==> src/rtl/ram.sv <==
// Single-port flop-based RAM: registered read, synchronous write, async reset.
// Define RAM_PARITY_EN to store an even-parity bit per word and flag mismatches.
module ram #(
  parameter int data_width = 8,
  parameter int addr_width = 4
) (
  input  logic                  clk,
  input  logic                  rst,
  input  logic                  we,
  input  logic                  re,
  input  logic [addr_width-1:0] addr,
  input  logic [data_width-1:0] in,
  output logic [data_width-1:0] out,
  output logic                  parity_err
);

  localparam int depth = 2 ** addr_width;
`ifdef RAM_PARITY_EN
  localparam int ww = data_width + 1;
`else
  localparam int ww = data_width;
`endif

  logic [ww-1:0]         mem_q [depth];
  logic [ww-1:0]         wr_d;
  logic [ww-1:0]         rd_d;
  logic [data_width-1:0] out_q;

  always_comb begin
    rd_d = mem_q[addr];
`ifdef RAM_PARITY_EN
    wr_d = {^in, in};
`else
    wr_d = in;
`endif
  end

  // Read samples the pre-write word, giving read-before-write on collisions.
  always_ff @(posedge clk or negedge rst) begin
    if (!rst) begin
      for (int i = 0; i < depth; i++) begin
        mem_q[i] <= '0;
      end
      out_q <= '0;
    end else begin
      if (we == 1'b1) begin
        mem_q[addr] <= wr_d;
      end
      if (re == 1'b1) begin
        out_q <= rd_d[data_width-1:0];
      end
    end
  end

  assign out = out_q;

`ifdef RAM_PARITY_EN
  logic perr_q;

  always_ff @(posedge clk or negedge rst) begin
    if (!rst) begin
      perr_q <= 1'b0;
    end else if (re == 1'b1) begin
      perr_q <= ^rd_d;
    end
  end

  assign parity_err = perr_q;
`else
  assign parity_err = 1'b0;
`endif

endmodule

==> config.mk <==
export PLATFORM = sky130hd
export DESIGN_NAME = ram
export DESIGN_NICKNAME = d
export VERILOG_FILES = /design/src/rtl/ram.sv
export SDC_FILE = /design/constraint.sdc
export NUM_CORES = 1
export LEC_CHECK = 0
export CAP_MARGIN = 0
export CELL_PAD_IN_SITES_DETAIL_PLACEMENT = 0
export CELL_PAD_IN_SITES_GLOBAL_PLACEMENT = 1
export CORE_UTILIZATION = 25
export DETAILED_ROUTE_END_ITERATION = 7
export GPL_ROUTABILITY_DRIVEN = 0
export GPL_TIMING_DRIVEN = 0
export PLACE_DENSITY_LB_ADDON = 0.15
export SLEW_MARGIN = 20
export SYNTH_ARGS = -nofsm -noshare
export SYNTH_HDL_FRONTEND = slang
export SYNTH_SLANG_ARGS = --single-unit
export TNS_END_PERCENT = 20
==> constraint.sdc <==
create_clock -name clk -period 1.75 [get_ports clk]
set_input_delay 0.35 -clock clk [delete_from_list [all_inputs] [get_ports clk]]
set_output_delay 0.35 -clock clk [all_outputs]
set_load 0.02 [all_outputs]
==> results of run 1 <==
## synthesized netlist by cell type (all sizes together)
master	n	area, um2
dfrtp	136	3400
mux2	128	1440
mux2i	40	400
nor2	18	90.1
mux4	16	372
o21ai	16	80.1
buf	14	110
clkbuf	12	48.8
o22a	8	70.1
o32a	8	80.1
nand2b	4	25.0
nand3b	4	33.8
nand3	3	15.0
nor3	3	42.5
nand2	2	7.51
conb	1	3.75
nor3b	1	7.51
or3b	1	8.76
## layer usage
layer  share of wire (%)  wire [um]  up-vias
met2                  47       7810       37
met5                   0          0        -
met3                 2.2        367       13
li1                    -          -     1636
met4                 1.3        217        0
met1                  49       8110     1960
## report_power, final
| part | switching, uW | leakage (uW) | total [uW] | internal, uW |
|---|---|---|---|---|
| sequential | 347 | 0.00166 | 4220 | 3870 |
| combinational | 661 | 0.00130 | 1600 | 939 |
| clock | 1320 | 0.000303 | 3850 | 2530 |
| total | 2330 | 0.00326 | 9670 | 7340 |
## cells by family (layout without fill, tap and decap cells)
logic type,after synthesis,in the layout
muxes,184,184
DFF,136,136
and+or+nand+nor,36,36
AOI/OAI and AO/OA,32,32
buffers and inverters,26,88
other,1,1
## through the flow
| stage | util [%] | worst slack (ns) | power [uW] | std cells |
|---|---|---|---|---|
| CTS | 31.5 | -0.0692 | 9800 | 799 |
| global placement | 28.1 | -5.17 | 5800 | 759 |
| detailed placement | 28.2 | -0.887 | 5890 | 760 |
| global route | 31.7 | 0.0139 | 10200 | 801 |
| finish | 31.7 | 0.0684 | 9670 | 801 |
| floorplan | - | 0.0307 | 5330 | 415 |
## critical path, stage by stage (launching register included)
cell and delay, ns:
dfrtp_1 0.38, mux4_1 0.53, mux2i_2 0.19, nor2_1 0.11
o32a_1 0.35
## how the worst min path moves through the flow
stage                   start         to  slack (ns)  cells after the start
floorplan                 rst   mem_q[0]        0.05                      0
global placement    mem_q[79]  mem_q[79]        0.48                      1
detailed placement        rst  mem_q[59]        0.33                      1
CTS                       rst  mem_q[59]        0.48                      2
global route              rst  mem_q[59]        0.50                      2
finish                    rst  mem_q[59]        0.46                      2
## sequential cells by signal, indices dropped and copies added, names as in the netlist
name,cells
mem_q,128
out,8
## cell usage in the layout, fill, tap and decap left out, types with 2 or more instances in the layout
cell	instances
clkdlybuf4s50_1	9
buf_4	11
dlygate4sd2_1	9
clkbuf_1	11
mux4_2	13
clkbuf_4	3
dfrtp_1	136
o32a_1	8
buf_6	3
nand2b_1	2
clkbuf_16	17
nor3_4	3
nand2b_2	2
mux2i_1	38
buf_2	4
nand3b_1	3
clkbuf_2	2
nor2_1	9
o22a_1	8
mux2i_2	2
buf_8	2
bufinv_16	4
nor2_4	9
o21ai_0	16
mux2_2	128
clkinvlp_4	2
clkbuf_8	4
buf_12	3
mux4_1	3
## repair_timing
action / 4_1_cts / 5_1_grt
endpoints found under the hold margin: 61 / 0
hold buffers: 1 / 0
gates cloned: 0 / 0
gates resized for setup: 33 / 6
endpoints found under the setup margin: 140 / 30
buffers inserted: 8 / 2
pin swaps: 6 / 2
## area by class of cell
class,count,area (um2)
plain buffers,25,174
clock buffers,24,492
clock inverters,7,140
fillers,2446,16700
multi-input cells,253,2770
flip-flops and latches,136,3400
well taps,324,405
repair buffers,32,334
==> flow_metrics.env, run 1 <==
export IMPL_synth_simple_area_share_pct=3.69
export IMPL_clkSinkCount=136
export IMPL_rr_startpoint="mem_q[87]"
export IMPL_setup_viol=0
export IMPL_crit_required_ns=2.05
export IMPL_cp_end_kind="register"
export IMPL_ff2ff_path_depth=4
export IMPL_syn_to_final_growth_pct=23.7
export IMPL_maxSlewHeadroom_pct=63.7
export IMPL_crit_type="reg2reg"
export IMPL_place_area_um2=6880
export IMPL_crit_end="out[7]"
export IMPL_ant_nets=0
export IMPL_synth_seq_cells=136
export IMPL_global_route_usage_met2_pct=21.9
export IMPL_die_area_um2=25600
export IMPL_cp_max_fo=2
export IMPL_leakagePower_uw=0.00326
export IMPL_antenna_found_initial=0
export IMPL_cp_start_kind="register"
export IMPL_cts_tree="yes"
export IMPL_postSynthAreaPerCell_um2=15.0
export IMPL_powerDensity_nw_per_um2=1250
export IMPL_hold_path_class="in2async"
export IMPL_busiest_layer="met2"
export IMPL_setup_worst_path_start="mem_q[87]"
export IMPL_drive_above_1_share_pct=46.1
export IMPL_numCtsBuffers=17
export IMPL_diodes=0
export IMPL_io_buffers=20
export IMPL_hold_viol=0
export IMPL_drv_slew=0
export IMPL_drt_vias_per_instance=4.55
export IMPL_fin_hold_ws_ns=0.459
export IMPL_first_global_vias=3993
export IMPL_clk_pin_slew_ns=0.06
export IMPL_cts_root_buf="clkbuf_16"
export IMPL_worst_slew_pin_slew_ns=0.544
export IMPL_grt_pass1_wl_mm=25.7
export IMPL_yosysSeqAreaShare_pct=54.5
export IMPL_wl_per_cell_um=20.6
export IMPL_syn_inst=415
export IMPL_grt_usage_pct=13.9
export IMPL_fin_skew_ns=0.00404
export IMPL_vdd_ir_drop_max_mv=0.608
export IMPL_h_tree_depth=4
export IMPL_fmax_mhz=595
export IMPL_synthAdderAreaFrac_pct=0
export IMPL_cap_violations=0
export IMPL_grt_util_met3_pct=3.04
export IMPL_syn_nets=431
export IMPL_synthMuxAreaShare_pct=35.5
export IMPL_reg2reg_to="out[7]"
export IMPL_first_pass_iters=4
export IMPL_final_nets=481
export IMPL_worstSkewPairLatency_ns=0.42
export IMPL_synth_distinct_cells=27
export IMPL_fin_crit_sh_pct=96.1
export IMPL_outcome="finished, final reports clean"
export IMPL_die_h_um=160
export IMPL_synthXorXnorAreaFrac_pct=0
export IMPL_wirelength_mm=16.5
export IMPL_row_count=57
export IMPL_drc_errors=0
export IMPL_synth_top_family_by_area="multiplexers"
export IMPL_dpl_hpwl_mm=10.8
export IMPL_cts_buffer_depth=2
export IMPL_final_area_um2=7720
export IMPL_netlist_area_um2=6240
export IMPL_ios=25
export IMPL_gr_usage_met1_pct=19.0
export IMPL_synth_compound_area_share_pct=3.69
export IMPL_period_needed_ns=1.68
export IMPL_design_core_area_um2=24400
export IMPL_floorplan_initialDensity_pct=25.6
export IMPL_critPathArrivalTime_ns=1.98
export IMPL_die_w_um=160
export IMPL_drt_iter0_markers=138
export IMPL_ys_warn_count=0
export IMPL_fin_setup_tns_ns=0
export IMPL_vias=3646
export IMPL_grt_max_degree=76
export IMPL_r2r_slack_ns=0.07
export IMPL_rsz0062_at_grt="no"
export IMPL_grt_overflow=0
No activity file was read; power rests on OpenSTA's default activity.
==> run 2, diff against run 1 <==
--- a/config.mk
+++ b/config.mk
@@ -5,10 +5,9 @@
 export SDC_FILE = /design/constraint.sdc
 export NUM_CORES = 1
 export LEC_CHECK = 0
-export CAP_MARGIN = 0
 export CELL_PAD_IN_SITES_DETAIL_PLACEMENT = 0
 export CELL_PAD_IN_SITES_GLOBAL_PLACEMENT = 1
-export CORE_UTILIZATION = 25
+export CORE_UTILIZATION = 46
 export DETAILED_ROUTE_END_ITERATION = 7
 export GPL_ROUTABILITY_DRIVEN = 0
 export GPL_TIMING_DRIVEN = 0
==> constraint.sdc (replaced) <==
create_clock -name clk -period 1.39 [get_ports clk]
set_input_delay 0.278 -clock clk [delete_from_list [all_inputs] [get_ports clk]]
set_output_delay 0.278 -clock clk [all_outputs]
set_load 0.02 [all_outputs]
==> flow_metrics.env, run 2 (synthesized netlist as in run 1, its figures left out) <==
export IMPL_fin_setup_tns_ns=-0.958
export IMPL_h_tree_depth=4
export IMPL_reg2reg_to="out[6]"
export IMPL_numCtsBuffers=17
export IMPL_cap_violations=0
export IMPL_outcome="finished with violations"
export IMPL_drive_above_1_share_pct=49.0
export IMPL_drc_errors=0
export IMPL_wl_per_cell_um=20.4
export IMPL_dpl_hpwl_mm=9.02
export IMPL_seq_area_um2=3400
export IMPL_ff2ff_path_depth=4
export IMPL_top_register="mem_q"
export IMPL_final_common_cell="dfrtp_1"
export IMPL_cts_buffer_depth=2
export IMPL_diodes=0
export IMPL_antenna_found_initial=0
export IMPL_design_core_area_um2=13200
export IMPL_setup_slack_ns=-0.157
export IMPL_fmax_mhz=647
export IMPL_final_nets=483
export IMPL_row_count=42
export IMPL_r2r_slack_ns=-0.16
export IMPL_fin_crit_sh_pct=111
export IMPL_leakagePower_uw=0.00331
export IMPL_syn_to_final_growth_pct=23.2
export IMPL_ant_nets=0
export IMPL_cp_end_kind="register"
export IMPL_first_global_vias=3909
export IMPL_fin_skew_ns=0.00517
export IMPL_violations="negative setup slack"
export IMPL_multiInputGateArea_um2=2780
export IMPL_floorplan_initialDensity_pct=47.1
export IMPL_grt_overflow=0
export IMPL_clk_pin_slew_ns=0.06
export IMPL_cp_max_fo=2
export IMPL_wirelength_mm=13.4
export IMPL_critPathArrivalTime_ns=1.85
export IMPL_drv_slew=0
export IMPL_largest_register_ffs=128
export IMPL_most_common_layout_cells="136 x dfrtp_1, 128 x mux2_2, 40 x mux2i_1, 17 x clkbuf_16"
export IMPL_grt_usage_pct=21.1
export IMPL_first_pass_iters=5
export IMPL_ios=25
export IMPL_vias=3673
export IMPL_drt_iter0_markers=244
export IMPL_setup_viol=16
export IMPL_maxSlewHeadroom_pct=64.9
export IMPL_hold_viol=0
export IMPL_powerDensity_nw_per_um2=1600
export IMPL_cts_root_buf="clkbuf_16"
export IMPL_die_area_um2=14000
export IMPL_fill_cells=1079
export IMPL_io_buffers=20
export IMPL_grt_pass1_wl_mm=21.7
export IMPL_clkSinkCount=136
export IMPL_rsz0062_at_grt="yes"
export IMPL_drt_vias_per_instance=5.60
export IMPL_rr_startpoint="mem_q[70]"
export IMPL_die_w_um=118
export IMPL_period_needed_ns=1.55
export IMPL_grt_max_degree=100
export IMPL_hold_path_class="in2async"
export IMPL_crit_type="reg2reg"
export IMPL_cp_start_kind="register"
export IMPL_die_h_um=118
export IMPL_crit_required_ns=1.69
export IMPL_place_area_um2=6710
export IMPL_cts_tree="yes"
export IMPL_vdd_ir_drop_max_mv=1.19
export IMPL_final_area_um2=7690
export IMPL_worstSkewPairLatency_ns=0.42
export IMPL_worst_slew_pin_slew_ns=0.527
[run 2: critical path, stage by stage (launching register included)]
cell and delay (ns):
dfrtp_1 0.39, mux4_2 0.46, mux2i_1 0.19, nor2_1 0.09, o32a_1 0.29
[run 2: metrics by stage]
step / util, % / hold WS, ns / setup slack (ns) / power [uW] / std cells
after detailed placement: 50.7 / 0.172 / -0.991 / 7340 / 612
after CTS: 58.0 / 0.321 / -0.167 / 12400 / 655
final: 58.0 / 0.320 / -0.157 / 12300 / 656
after global routing: 58.0 / 0.335 / -0.170 / 12900 / 656
after floorplan: - / -0.0176 / -0.231 / 6720 / 415
after global placement: 50.4 / 0.482 / -5.17 / 7230 / 611
[run 2: routing by layer]
layer	share of wire [%]	track usage, %	vias to the layer above
met1	45	27.4	1941
met2	50	34.1	67
met4	1.5	7.04	0
met5	0	0	-
li1	-	-	1646
met3	3.6	6.03	19
[run 2: layout make-up]
type / instances / share of cell area (%)
Tap cell: 176 / 2.87
Clock inverter: 11 / 2.51
Buffer: 24 / 2.73
Multi-Input combinational cell: 253 / 36.2
Sequential cell: 136 / 44.3
Clock buffer: 21 / 6.12
Timing Repair Buffer: 35 / 5.29
[run 2: where the power goes]
group	switching [uW]	total, uW	internal (uW)
logic	778	1980	1200
clock network	1680	5000	3330
registers	437	5310	4870
[run 2: repair_timing]
item,CTS,global route
cloned,1,0
resized for setup,61,11
hold endpoints to repair,37,0
endpoints found under the setup margin,144,70
hold buffers,1,0
setup buffers,11,1
pin swaps,16,5
[run 2: worst max-delay path by stage]
stage | startpoint | slack [ns] | end
2_1_floorplan | addr[0] | -0.23 | mem_q[24]
3_3_place_gp | rst | -5.17 | mem_q[51]
3_5_place_dp | addr[2] | -0.99 | mem_q[74]
4_1_cts | mem_q[102] | -0.17 | out[6]
5_1_grt | mem_q[126] | -0.17 | out[6]
6_report | mem_q[70] | -0.16 | out[6]
